===== src/rtl/pool_window_feeder.sv =====
// rtl/pool_window_feeder.sv - assembles per-channel POOL-sample windows for the max-pooling stage
// Optional build macro POOL_PAD_EN: emit a padded window for leftover samples at frame end.
module pool_window_feeder #(
    parameter int DATA_W = 8,
    parameter int CH     = 8,
    parameter int POOL   = 5,
    parameter int STRIDE = 5
) (
    input  logic                                 clk,
    input  logic                                 rst,
    input  logic                                 in_valid,
    output logic                                 in_ready,
    input  logic [CH-1:0][DATA_W-1:0]            in_data,
    input  logic                                 in_last,
    output logic                                 win_valid,
    input  logic                                 win_ready,
    output logic [CH-1:0][POOL-1:0][DATA_W-1:0]  win
);

    localparam int CW = $clog2(POOL + 1);

    typedef enum logic {S_FILL, S_STEADY} state_t;
    typedef logic [CH-1:0][POOL-1:0][DATA_W-1:0] win_t;

    generate
        if (STRIDE < 1 || STRIDE > POOL) begin : g_bad_stride
            $error("pool_window_feeder: STRIDE must lie in 1..POOL");
        end
    endgenerate

    state_t          state_q, state_d;
    logic [CW-1:0]   fill_cnt_q, fill_cnt_d;
    logic [CW-1:0]   stride_cnt_q, stride_cnt_d;
    win_t            sreg_q, sreg_d;
    win_t            win_q, win_d;
    logic            win_valid_q, win_valid_d;

    win_t            shifted;
    logic [CW-1:0]   fill_inc;
    logic [CW-1:0]   stride_inc;
    logic            accept;
    logic            complete;

    // Reset is folded into the ready term seen by the source; internal
    // acceptance does not need it because the flops are held in reset anyway.
    assign in_ready   = rst && (!win_valid_q || win_ready);
    assign accept     = in_valid && (!win_valid_q || win_ready);
    assign fill_inc   = fill_cnt_q + CW'(1);
    assign stride_inc = stride_cnt_q + CW'(1);
    assign win_valid  = win_valid_q;
    assign win        = win_q;

    // Shift every channel toward index 0 with the incoming sample at the top.
    always_comb begin
        shifted = '0;
        for (int c = 0; c < CH; c++) begin
            for (int i = 0; i < POOL - 1; i++) begin
                shifted[c][i] = sreg_q[c][i+1];
            end
            shifted[c][POOL-1] = in_data[c];
        end
    end

`ifdef POOL_PAD_EN
    logic [CW-1:0]   pad_k;
    win_t            padded;

    // Newest pad_k samples stay in place; older slots take the most negative value.
    always_comb begin
        pad_k  = (state_q == S_FILL) ? fill_inc : (CW'(POOL - STRIDE) + stride_inc);
        padded = '0;
        for (int c = 0; c < CH; c++) begin
            for (int i = 0; i < POOL; i++) begin
                if (i + int'(pad_k) >= POOL) begin
                    padded[c][i] = shifted[c][i];
                end else begin
                    padded[c][i] = {1'b1, {(DATA_W-1){1'b0}}};
                end
            end
        end
    end
`endif

    // Counter/state progression and window capture, evaluated only on accepts.
    always_comb begin
        state_d      = state_q;
        fill_cnt_d   = fill_cnt_q;
        stride_cnt_d = stride_cnt_q;
        sreg_d       = sreg_q;
        win_d        = win_q;
        win_valid_d  = win_valid_q && !win_ready;
        complete     = 1'b0;
        if (accept) begin
            sreg_d = shifted;
            if (state_q == S_FILL) begin
                if (fill_inc == CW'(POOL)) begin
                    complete     = 1'b1;
                    state_d      = S_STEADY;
                    fill_cnt_d   = '0;
                    stride_cnt_d = '0;
                end else begin
                    fill_cnt_d = fill_inc;
                end
            end else begin
                if (stride_inc == CW'(STRIDE)) begin
                    complete     = 1'b1;
                    stride_cnt_d = '0;
                end else begin
                    stride_cnt_d = stride_inc;
                end
            end
            if (complete) begin
                win_d       = shifted;
                win_valid_d = 1'b1;
            end
`ifdef POOL_PAD_EN
            else if (in_last) begin
                win_d       = padded;
                win_valid_d = 1'b1;
            end
`endif
            // A frame boundary always restarts filling from an empty history.
            if (in_last) begin
                state_d      = S_FILL;
                fill_cnt_d   = '0;
                stride_cnt_d = '0;
                sreg_d       = '0;
            end
        end
    end

    // State registers with asynchronous active-low reset.
    always_ff @(posedge clk or negedge rst) begin
        if (!rst) begin
            state_q      <= S_FILL;
            fill_cnt_q   <= '0;
            stride_cnt_q <= '0;
            sreg_q       <= '0;
            win_q        <= '0;
            win_valid_q  <= 1'b0;
        end else begin
            state_q      <= state_d;
            fill_cnt_q   <= fill_cnt_d;
            stride_cnt_q <= stride_cnt_d;
            sreg_q       <= sreg_d;
            win_q        <= win_d;
            win_valid_q  <= win_valid_d;
        end
    end

endmodule


===== config.mk =====
export PLATFORM = sky130hd
export DESIGN_NAME = pool_window_feeder
export DESIGN_NICKNAME = d
export VERILOG_FILES = /design/src/rtl/pool_window_feeder.sv
export SDC_FILE = /design/constraint.sdc
export NUM_CORES = 1
export LEC_CHECK = 0
export ABC_AREA = 1
export CORE_ASPECT_RATIO = 1.4
export CORE_UTILIZATION = 53
export CTS_CLUSTER_SIZE = 28
export DETAILED_ROUTE_END_ITERATION = 12
export PLACE_DENSITY_LB_ADDON = 0.25
export SYNTH_ARGS = -nofsm -noshare
export SYNTH_HDL_FRONTEND = slang
export SYNTH_SLANG_ARGS = --single-unit

===== constraint.sdc =====
create_clock -name clk -period 1.65 [get_ports clk]
set_input_delay 0.33 -clock clk [delete_from_list [all_inputs] [get_ports clk]]
set_output_delay 0.33 -clock clk [all_outputs]
set_load 0.01 [all_outputs]

== Word level (Yosys, flattened, before mapping) ==
Index checks and enable logic that the tools add are counted.

* Output and inout bits: 322
* Logic and storage cells: 107
* Bits in registers: 584
* Input bits: 69

* Mux-type cells: 16
* Reduce and logical (&&, ||, !) cells: 10
* Eq/ne operators: 3
* Add/sub/neg operators: 2

{| class="wikitable"
|+ Operator list
! kind !! count
|-
| 2-to-1 mux 320 bit || 1
|-
| 2-to-1 mux 3 bit || 7
|-
| 2-to-1 mux 1 bit || 8
|-
| adder 3 x 1 -> 3 bit, second input constant || 2
|-
| == test 3 bit, second input constant || 2
|-
| AND reduction 2 bit || 3
|-
| logical AND 1 bit || 3
|-
| nonzero test 3 bit || 1
|-
| logical NOT 1 bit || 2
|-
| inequality test 2 bit, second input constant || 1
|-
| logical OR 1 bit || 1
|}

== Logic depth before layout (Yosys ltp) ==
Gate-level depths: netlist of run 1.

* Word-level depth: 7
* Gate-level depth with buffers: 10

== Worst setup path after synthesis of run 1 ==
Ideal clock, no wire load.

* Path kind: flip-flop to flip-flop
* Start: register stride_cnt_q[0]
* End: register win_q, in the netlist win[232]
* Arrival time: 1,368 ps
* Data required time: 1,533 ps
* Path buffers: 2
* Cell stages (with the launch flop): 10
* Setup time: 117 ps
* Setup slack: 165 ps
* Cell sequence: dfrtp_1 ha_1 nand2_1 nand4_1 nand2_2 nand2_2 buf_6 buf_2 nand2_1 nand2_1

* Word-level cells in the longest chain between the ends: 6

{| class="wikitable"
|+ Ends and longest elaborated chain
! item !! line !! RTL
|-
| start, declared || 33 || <nowiki>logic [CW-1:0] stride_cnt_q, stride_cnt_d;</nowiki>
|-
| start signal, assigned || 144 || <nowiki>stride_cnt_q <= stride_cnt_d;</nowiki>
|-
| adder 3 x 1 -> 3 bit || 49 || <nowiki>assign stride_inc = stride_cnt_q + CW'(1);</nowiki>
|-
| == test 3 bit || 105 || <nowiki>if (stride_inc == CW'(STRIDE)) begin</nowiki>
|-
| 2-to-1 mux 1 bit || 105 ||
|-
| 2-to-1 mux 1 bit || 95 || <nowiki>if (state_q == S_FILL) begin</nowiki>
|-
| 2-to-1 mux 1 bit || 93 || <nowiki>if (accept) begin</nowiki>
|-
| AND reduction 2 bit (no line) || n/a ||
|-
| end signal, assigned || 146 || <nowiki>win_q <= win_d;</nowiki>
|-
| end, declared || 35 || <nowiki>win_t win_q, win_d;</nowiki>
|}

No other way between the ends. The select of a mux whose other input is x is not followed.
A chain may end at the register's enable or synchronous reset.

== Worst setup path in the final report of run 1 ==
* Start: register stride_cnt_q[0]
* End: register win_q, in the netlist win[65]

The elaborated chain is that of the path after synthesis.

==> results of run 1 <==
through the flow:
step | worst slack [ps] | setup TNS, ps | instance area, µm²
2_1_floorplan | 165 | 0 | 22400
3_3_place_gp | -306 | -102610 | 27500
3_5_place_dp | -273 | -104950 | 27500
4_1_cts | -208 | -68870 | 29700
5_1_grt | -383 | -86480 | 33400
6_report | -311 | -56300 | 33400
logic make-up (layout without fill, tap and decap cells):
kind of cell | after synthesis | in the layout
AO/OA/AOI/OAI | 262 | 262
adder cells (fa/ha/maj) | 4 | 4
buffers and inverters | 369 | 876
flip-flops | 584 | 584
other | 0 | 3
AND/OR/NAND/NOR | 1122 | 1133
sequential cells by signal, summed over array words and instances, names as in the netlist:
| name | flops |
|---|---|
| state_q | 1 |
| win_valid | 1 |
| stride_cnt_q | 3 |
| win | 320 |
| shifted | 256 |
| fill_cnt_q | 3 |
repair_timing:
action / in CTS / in global routing
endpoints found under the setup margin: 643 / 454
resized for setup: 244 / 672
pin swaps: 6 / 75
buffers inserted: 15 / 20
hold buffers: 1 / 0
gates cloned: 16 / 68
hold endpoints to repair: 30 / 0
path summary, 6_finish.rpt:
path	cells past startpoint	slack [ps]	start	end
setup / recovery	10	-310	stride_cnt_q[0]	win[65]
hold / removal	3	340	in_data[23]	win[119]
setup reg to reg	10	-310	stride_cnt_q[0]	win[65]
hold reg to reg	2	470	win[84]	win[84]
max in group asynchronous	4	460	rst	shifted[171]
min in group asynchronous	3	370	rst	win[269]
power breakdown:
group          switching (W)  leakage (nW)  internal [W]
Clock                0.00534         0.845       0.00693
Combinational        0.00788          9.12       0.00738
Sequential           0.00323          7.87        0.0178
Total                 0.0164          17.8        0.0321
cells in the final DEF (no fill, tap or decap), drive strengths merged:
| master | instances |
|---|---|
| nor2 | 4 |
| clkdlybuf4s50 | 94 |
| clkdlybuf4s15 | 6 |
| o22ai | 128 |
| nor3 | 1 |
| clkinv | 9 |
| a21boi | 1 |
| o21ai | 133 |
| nand2 | 797 |
| ha | 4 |
| dlygate4sd3 | 1 |
| dlymetal6s2s | 86 |
| clkinvlp | 2 |
| dlygate4sd2 | 203 |
| clkbuf | 118 |
| inv | 206 |
| nand4 | 6 |
| nand3 | 325 |
| bufinv | 2 |
| dfrtp | 584 |
| diode | 3 |
| buf | 149 |
layer usage:
layer	global-route usage (%)	share of wire, %	vias to the layer above
met3	4.40	8.0	327
met2	50.2	51	1199
met1	35.6	34	10200
met5	0	0.016	-
met4	14.4	6.6	2
li1	-	-	8525
worst reg2reg max path: cells and delay by family, from the launching register on:
family	cells	cell delay, ps
AND/OR/NAND/NOR	5	600
adder cells (fa/ha/maj)	1	140
flip-flops	1	440
buffers and inverters	4	630
cell type report:
type	instances	area share, %
antenna	3	0.0225
clock buffer	78	4.76
clock inverter	12	0.345
inverter	207	2.41
multi-input combinational	1399	24.8
sequential	584	43.8
tap	540	2.02
timing repair buffer	579	21.9
==> results.rst, run 1 <==
.. list-table::
   :header-rows: 1

   * - Metric
     - Value
   * - Result of the run
     - finished with violations
   * - Violated checks
     - setup timing
   * - Warnings, synthesis
     - 0
   * - Starting density of the core
     - roughly 54%
   * - Launching element type of the critical path
     - flop
   * - Data arrival time of the critical path
     - 2390 ps
   * - Fraction of final layout cells with drive strength greater than 1
     - between 20 and 25%
   * - I/O pin count
     - 391
   * - Total number of vias
     - around 20000
   * - Max stage delay cell, worst path
     - dfrtp_1
   * - Buffer and inverter count on the worst path
     - 4
   * - Largest stage delay on the critical path
     - between 400 and 500 ps
   * - Max-slew violation total from the final report
     - 0
   * - Number of antenna violations at the first check in global routing
     - 4
   * - Power Total
     - about 0.05 W
   * - Flip-flop and latch count after synthesis
     - between 500 and 600
   * - Endpoint required time on the critical path
     - about 2100 ps
   * - Transition time at the pin with the least slew margin
     - around 540 ps
   * - Setup slack after layout
     - -311 ps
   * - Total of endpoints with negative setup slack in the final report
     - 405
   * - Proportion of synthesized area in mux cells
     - 0%
   * - CP top delay family
     - buffers and inverters
   * - RSZ-0062 raised after global routing
     - true
   * - Die height
     - 245 µm
   * - Mapped Cells
     - ~2300
   * - Total congestion overflow after global routing
     - 0
   * - Kind of critical path
     - flop to flop
   * - Residual antenna-violating net count after detailed routing
     - 0
   * - Number of library cell types mapped by synthesis
     - 19
   * - Cell types with the largest area share after synthesis
     - dfrtp_1 65%, nand2_1 13%, nand3_1 7.3%
   * - Util after Layout
     - between 80% and 90%
   * - Final cell count without fillers
     - 3402
   * - Area of the multi-input gates
     - just over 8000 µm²
   * - Main combinational cell family by area after synthesis
     - simple AND/OR/NAND/NOR gates
   * - Post-synth top area share
     - 65.3%
   * - Type of element capturing the critical path
     - flop
   * - Worst-path maximum fanout
     - 9
   * - Summed instance area of the synthesized netlist
     - between 20000 and 25000 µm²
   * - Max transition margin
     - 64.0%
   * - Sequential fraction of the synthesis area
     - approximately two thirds
   * - Period utilisation layout
     - 119%
   * - EDFF count, synth
     - 0
   * - Type of the most critical hold path
     - input pin to flop
   * - Number of vias per cell
     - 5.95
   * - Clock tree root buffer cell
     - clkbuf_16
   * - Port Buf Inserts
     - 390
   * - Clock latency of the later-clocked register in the worst-skew pair
     - 580 ps
   * - Power density over the cells
     - about 1500 nW/µm²
   * - Clock edge transition at the registers on the reported setup and hold paths
     - ~80 ps
   * - H-tree depth reported by CTS
     - 2
   * - RD Place Congestion
     - 0.843
   * - Syn Nets
     - 2414
   * - First-pass GRT wire length
     - 98400 µm
   * - Synthesized-area fraction occupied by and/or/nand/nor cells
     - between 20% and 30%
   * - Minimum clock period after layout
     - around 2000 ps
   * - Die area
     - 43100 µm²
   * - Synth Area in Adders
     - less than 1%
   * - Iteration-0 DRC count of the detailed router
     - 1856
   * - Synth Area in XOR/XNOR
     - 0%
   * - Achievable Freq
     - 510 MHz
   * - Post-synthesis compound-gate area fraction
     - under 10%
   * - Critical path cell sequence
     - inv_2 > ha_4 > nand4_1 > buf_6 > nand2_8 > buf_12 > nand2_8 > buf_16 > nand2_1 > nand2_1
   * - Cell accounting for the most synthesized area
     - dfrtp_1
   * - Most common flop cell mapped by yosys
     - dfrtp_1
   * - Smallest hold slack
     - around 340 ps
   * - Fraction of registers with async set or reset after synthesis
     - between 90% and 100%
   * - DRC violation count after routing
     - 0
   * - Commonest cells in the netlist
     - 782 x nand2_1, 584 x dfrtp_1, 325 x nand3_1
   * - CTS tree
     - built
   * - Footprint of the flip-flops and latches
     - 14600 µm²
   * - Number of global-route vias before repair
     - ~18000
   * - Num Clock Sinks
     - a little under 600
   * - Number of fill cells in the layout
     - 2236
   * - Final Net Count
     - roughly 2900
   * - Most repeated cell in the gate-level netlist after synthesis
     - nand2_1
   * - Max-cap violations
     - 0
   * - Area of the core
     - between 40000 and 50000 µm²
   * - Floorplan die width
     - around 180 µm
   * - Final hold violations
     - 0
   * - All-Layer GR Usage
     - 29.1%
   * - Wire length per cell after detailed routing
     - between 20 and 25 µm
   * - Mean Syn Cell Area
     - 9.56 µm²
   * - Standard-cell rows
     - around 90
   * - Placed wire-length estimate after detailed placement
     - 38700 µm
   * - Pin count of the biggest net entering global routing
     - just under 100
   * - Max VDD drop
     - 1.08 mV
   * - DP Cell Count
     - around 3200
   * - Number of buffers on the longest clock path
     - 3
   * - CTS Buf Count
     - 51
   * - Detailed Routing Iterations Pass 1
     - 6
   * - Synth-to-layout area growth
     - 49.2%
   * - Leakage power of the design
     - ~18 nW
   * - Clock Skews
     - approximately 23 ps
   * - Total Routed Length
     - about 80000 µm
(Power assumes the default switching activity.)
==> inputs of run 2 (changes only) <==
PLACE_DENSITY_LB_ADDON = 0.3   (was 0.25)
==> results.rst, run 2 (synthesis results as in run 1) <==
.. list-table::
   :header-rows: 1

   * - Metric
     - Value
   * - Buffer and inverter count on the worst path
     - 6
   * - Max VDD drop
     - ~1.1 mV
   * - Kind of critical path
     - flop to flop
   * - Data arrival time of the critical path
     - approximately 2400 ps
   * - Clock Skews
     - between 10 and 15 ps
   * - Worst-path maximum fanout
     - 7
   * - Beginning of the critical path
     - fill_cnt_q[1]
   * - Number of buffers on the longest clock path
     - 3
   * - Clock latency of the later-clocked register in the worst-skew pair
     - a little under 600 ps
   * - Register-to-register path setup slack
     - -310 ps
   * - Final hold violations
     - 0
   * - H-tree depth reported by CTS
     - 2
   * - Achievable Freq
     - 511 MHz
   * - Total number of vias
     - roughly 21000
   * - Smallest hold slack
     - 15.0 ps
   * - Port Buf Inserts
     - 390
   * - Launching element type of the critical path
     - flop
   * - Final cell count without fillers
     - between 3000 and 4000
   * - CP top delay family
     - buffers and inverters
   * - Largest stage delay on the critical path
     - 390 ps
   * - Number of antenna violations at the first check in global routing
     - 4
   * - Number of vias per cell
     - 6.01
   * - Max stage delay cell, worst path
     - dfrtp_1
   * - Power density over the cells
     - about 1400 nW/µm²
   * - Pin count of the biggest net entering global routing
     - 169
   * - Type of element capturing the critical path
     - flop
   * - Starting density of the core
     - 54.1%
   * - Placed wire-length estimate after detailed placement
     - 38000 µm
   * - Depth of the critical timing path with buffers and inverters included
     - 12
   * - RD Place Congestion
     - about 0.83
   * - Result of the run
     - finished with violations
   * - Worst Reg-to-Reg Cells
     - 12
   * - All-Layer GR Usage
     - approximately a third
   * - Number of global-route vias before repair
     - about 20000
   * - Max transition margin
     - between 30% and 40%
   * - Violated checks
     - setup timing
   * - CTS Buf Count
     - 52
   * - Largest register FFs
     - 320
   * - Num Clock Sinks
     - a little under 600
   * - Endpoint required time on the critical path
     - between 2000 and 2500 ps
   * - Die area
     - 43100 µm²
   * - Max-cap violations
     - 0
   * - DRC violation count after routing
     - 0
   * - I/O pin count
     - 391
   * - Leakage power of the design
     - around 17 nW
   * - Synth-to-layout area growth
     - 50.0%
   * - Minimum clock period after layout
     - a little under 2000 ps
   * - Period utilisation layout
     - 119%
   * - Critical path cell sequence
     - ha_2 > inv_2 > nand2_2 > nand4_1 > buf_4 > nand2_8 > buf_6 > buf_12 > clkbuf_16 > clkbuf_16 > nand3_1 > nand2_1
   * - Residual antenna-violating net count after detailed routing
     - 0
   * - First-pass GRT wire length
     - between 100000 and 150000 µm
   * - CTS tree
     - built
   * - CP most frequent cell
     - clkbuf_16
   * - Max-slew violation total from the final report
     - 0
   * - Floorplan die width
     - about 180 µm
   * - Placement Setup Slack
     - -258 ps
   * - Power Total
     - between 0.04 and 0.05 W
   * - Area of the core
     - ~41000 µm²
   * - Worst reg2reg endpoint
     - win[195]
   * - Transition time at the pin with the least slew margin
     - approximately 960 ps
   * - Most common cell after layout, fill and taps aside
     - dfrtp_1
   * - Total congestion overflow after global routing
     - 0
   * - Total Routed Length
     - roughly 80000 µm
   * - Clock edge transition at the registers on the reported setup and hold paths
     - ~80 ps
   * - Detailed Routing Iterations Pass 1
     - 7
   * - Most frequent cells in the layout
     - 577 x dfrtp_1, 449 x nand2_1, 305 x dlygate4sd2_1
   * - Start of the worst register-to-register path
     - fill_cnt_q[1]
   * - Setup slack after layout
     - -307 ps
   * - Util after Layout
     - between 80% and 90%
   * - Total of endpoints with negative setup slack in the final report
     - 342
   * - Clock tree root buffer cell
     - clkbuf_16
   * - RSZ-0062 raised after global routing
     - true
   * - Post-CTS Hold Buffers
     - 0
   * - Type of the most critical hold path
     - input pin to asynchronous set/reset pin
   * - Number of fill cells in the layout
     - between 2000 and 2500
   * - Standard-cell rows
     - just under 90
   * - Wire length per cell after detailed routing
     - approximately 24 µm
   * - Die height
     - about 250 µm
   * - Final Net Count
     - 2921
   * - DP Cell Count
     - 3201
   * - Fraction of final layout cells with drive strength greater than 1
     - a little over a quarter
   * - Iteration-0 DRC count of the detailed router
     - roughly 2100
run 2: cell count changes in the layout (fill, tap and decap cells not counted), sizes merged, moves of 8 or more:
cell / before / now
clkbuf: 118 / 110
dlygate4sd2: 203 / 305
dlymetal6s2s: 86 / 0
clkdlybuf4s50: 94 / 67
buf: 149 / 194
run 2: where the power goes:
| part | internal, W | switching (W) | leakage (nW) |
|---|---|---|---|
| clock network | 0.00690 | 0.00538 | 0.844 |
| logic | 0.00717 | 0.00805 | 8.31 |
| registers | 0.0178 | 0.00332 | 7.86 |
| total | 0.0319 | 0.0168 | 17.0 |
run 2: cell type report:
cell class / instances / area [µm²] / area share [%]
multi-input cells: 1395 / 8470 / 25.2
clock inverters: 15 / 150 / 0.447
flip-flops and latches: 584 / 14600 / 43.5
inverters: 207 / 803 / 2.39
clock buffers: 78 / 1540 / 4.59
diodes: 2 / 5.00 / 0.0149
repair buffers: 608 / 7320 / 21.8
well taps: 540 / 676 / 2.01
run 2: per-layer routing:
metal / share of wire [%] / GRT usage [%] / vias to the layer above
li1: - / - / 8577
met1: 34 / 37.8 / 10300
met2: 51 / 55.9 / 1275
met3: 7.7 / 5.62 / 428
met4: 7.8 / 20.4 / 2
met5: 0.011 / 0 / -
run 2: worst reg2reg max path: cells and delay by family (launching register included):
kind | cells | cell delay, ps
DFF | 1 | 390
and+or+nand+nor | 5 | 440
buffers and inverters | 6 | 820
adders and majority gates | 1 | 210
run 2: worst max-delay path by stage:
stage          slack, ps       end
6_report            -310  win[195]
5_1_grt             -380  win[195]
4_1_cts             -200   win[90]
3_5_place_dp        -260  win[180]
3_3_place_gp        -270  in_ready
2_1_floorplan        160  win[232]
run 2: what timing repair did:
action,CTS,global route
pin swaps,66,77
endpoints found under the setup margin,643,456
gates resized for setup,597,481
setup buffers,37,27
gates cloned,46,34
run 2: metrics by stage:
step	cell area, µm²	setup TNS [ps]
after floorplan	22400	0
after detailed placement	27300	-108170
final	33600	-59960
after global placement	27300	-99020
after CTS	31200	-40460
after global routing	33600	-89970
==> inputs of run 3 (changes only) <==
CAP_MARGIN = 20   (was not set)
MAX_ROUTING_LAYER = met4   (was not set)
==> results.rst, run 3 (synthesis results as in run 1) <==
.. list-table::
   :header-rows: 1

   * - Metric
     - Value
   * - Result of the run
     - finished with violations
   * - Violated checks
     - setup timing
   * - Worst-path maximum fanout
     - 7
   * - Power density over the cells
     - between 1000 and 1500 nW/µm²
   * - CTS tree
     - built
   * - Total congestion overflow after global routing
     - 0
   * - Pin count of the biggest net entering global routing
     - around 170
   * - Setup slack after layout
     - -267 ps
   * - Power share of the sequential group
     - 43.6%
   * - Met2 track utilization from global routing
     - 56.0%
   * - DRC violation count after routing
     - 0
   * - Die height
     - approximately 250 µm
   * - Largest register FFs
     - 320
   * - Leakage power of the design
     - 17.0 nW
   * - Floorplan die width
     - ~180 µm
   * - Switching Power
     - around 0.017 W
   * - Area of the core
     - roughly 41000 µm²
   * - Transition time at the pin with the least slew margin
     - a little over 900 ps
   * - Max transition margin
     - around two fifths
   * - Post-CTS Hold Buffers
     - 0
   * - Number of buffers on the longest clock path
     - 3
   * - Clock edge transition at the registers on the reported setup and hold paths
     - around 60 ps
   * - Kind of critical path
     - flop to flop
   * - Max VDD drop
     - approximately 1.1 mV
   * - Launching element type of the critical path
     - flop
   * - Type of element capturing the critical path
     - flop
   * - Clock latency of the later-clocked register in the worst-skew pair
     - 580 ps
   * - Final Net Count
     - a little under 3000
   * - Most frequent cells in the layout
     - 577 x dfrtp_1, 476 x nand2_1, 302 x dlygate4sd2_1
   * - Detailed Routing Iterations Pass 1
     - 8
   * - Residual antenna-violating net count after detailed routing
     - 0
   * - Clock Skews
     - about 17 ps
   * - Cell area after layout
     - approximately 33000 µm²
   * - Combinational group share of total power
     - between 30% and 40%
   * - Placed cell areas
     - approximately 27000 µm²
   * - Placement Setup Slack
     - -258 ps
   * - Number of vias per cell
     - roughly 6
   * - Area of the multi-input gates
     - between 8000 and 9000 µm²
   * - First-pass GRT wire length
     - about 110000 µm
   * - Wire length per cell after detailed routing
     - 23.6 µm
   * - Clock tree root buffer cell
     - clkbuf_16
   * - CP most frequent cell
     - buf_12
   * - Starting density of the core
     - 54.1%
   * - Minimum clock period after layout
     - between 1500 and 2000 ps
   * - Type of the most critical hold path
     - input pin to asynchronous set/reset pin
   * - Period utilisation layout
     - 116%
   * - Net switching share of the total power
     - around a third
   * - Fraction of final layout cells with drive strength greater than 1
     - 26.3%
   * - Standard-cell rows
     - slightly below 90
   * - Buffer and inverter count on the worst path
     - 6
   * - Met1 Use GR
     - between 30% and 40%
   * - Data arrival time of the critical path
     - 2380 ps
   * - Achievable Freq
     - approximately 520 MHz
   * - Number of global-route vias before repair
     - approximately 20000
   * - CP top delay family
     - buffers and inverters
   * - Smallest hold slack
     - between 15 and 20 ps
   * - Max-cap violations
     - 0
   * - Total Routed Length
     - between 80000 and 90000 µm
   * - Footprint of the flip-flops and latches
     - 14600 µm²
   * - Number of fill cells in the layout
     - roughly 2200
   * - Peak-usage layer in the global routing report
     - met2
   * - Port Buf Inserts
     - around 400
   * - Endpoint required time on the critical path
     - 2110 ps
   * - CTS Buf Count
     - 52
   * - Number of antenna violations at the first check in global routing
     - 3
   * - Max stage delay cell, worst path
     - dfrtp_1
   * - Iteration-0 DRC count of the detailed router
     - slightly above 2000
   * - Placed wire-length estimate after detailed placement
     - around 38000 µm
   * - Fraction of power consumed by the clock network
     - 25.4%
   * - Total number of vias
     - between 20000 and 25000
   * - Internal power
     - approximately 0.032 W
   * - Synth-to-layout area growth
     - 49.2%
   * - Critical path cell sequence
     - ha_2 > inv_2 > nand2_2 > nand4_1 > buf_4 > nand2_8 > buf_12 > buf_12 > buf_12 > clkbuf_16 > nand3_2 > nand2_2
   * - I/O pin count
     - around 400
   * - Num Clock Sinks
     - around 580
   * - Largest stage delay on the critical path
     - 390 ps
   * - Met3 Track Usage GR
     - under 10%
   * - All-Layer GR Usage
     - about a third
   * - Die area
     - approximately 43000 µm²
   * - Total of endpoints with negative setup slack in the final report
     - between 300 and 400
   * - Max-slew violation total from the final report
     - 0
   * - RSZ-0062 raised after global routing
     - true
   * - Final hold violations
     - 0
   * - H-tree depth reported by CTS
     - 2
   * - RD Place Congestion
     - 0.838
   * - Most common cell after layout, fill and taps aside
     - dfrtp_1
[run 3: changes by cell type in the layout (fill, tap and decap cells not counted), moves of 2 or more]
cell / change
nand3_1: +3
nand2_2: -16
dlygate4sd2_1: -3
nand2_4: -10
clkdlybuf4s15_1: +3
buf_16: -2
nand2_1: +27
nand3_2: -3
buf_8: +3
buf_6: -3
[run 3: layout make-up]
cell class	instances	area share (%)
antenna	3	0.0225
clock buffer	78	4.61
clock inverter	15	0.449
inverter	207	2.40
multi-input combinational	1395	24.9
sequential	584	43.8
tap	540	2.02
timing repair buffer	606	21.8
[run 3: repair_timing]
item,CTS,global route
gates resized for setup,597,446
endpoints found under the setup margin,643,460
buffers inserted,37,26
gates cloned,46,34
pin swaps,66,70
[run 3: worst paths after layout]
kind,depth (start not counted),slack (ps),startpoint,endpoint
worst max-delay path,12,-270,fill_cnt_q[1],win[100]
worst min-delay path,3,20,rst,state_q
worst min register to register,2,470,win[202],win[202]
min in group clk,3,350,in_data[49],win[273]
worst max register to register,12,-270,fill_cnt_q[1],win[100]
max in group asynchronous,3,800,rst,win[25]
[run 3: through the flow]
step / instances / setup TNS [ps] / total power, W / utilization, %
after floorplan: 2341 / 0 / 0.0248 / -
after global placement: 3201 / -99020 / 0.0332 / 66.0
after detailed placement: 3201 / -108170 / 0.0336 / 66.0
after CTS: 3377 / -40460 / 0.0451 / 75.5
after global routing: 3428 / -88200 / 0.0502 / 80.7
final: 3428 / -58920 / 0.0483 / 80.7
[run 3: power by group through the flow]
stage | logic, W | clock network, W | registers (W)
6_report | 0.0150 | 0.0123 | 0.0211
5_1_grt | 0.0160 | 0.0129 | 0.0213
4_1_cts | 0.0128 | 0.0122 | 0.0202
3_5_place_dp | 0.0132 | 0 | 0.0203
3_3_place_gp | 0.0129 | 0 | 0.0202
2_1_floorplan | 0.00365 | 0 | 0.0212
[run 3: metal layers]
layer  up-vias  routed length [µm]
met5         -                   0
met4         0                6070
met3       408                6600
met2      1261               41300
met1     10300               27000
li1       8573                   -
[run 3: worst reg2reg max path: stages (launching register included)]
cell and delay [ps]:
dfrtp_1 390, ha_2 210, inv_2 70, nand2_2 60
nand4_1 120, buf_4 160, nand2_8 90, buf_12 150
buf_12 140, buf_12 130, clkbuf_16 150, nand3_2 80
nand2_2 60
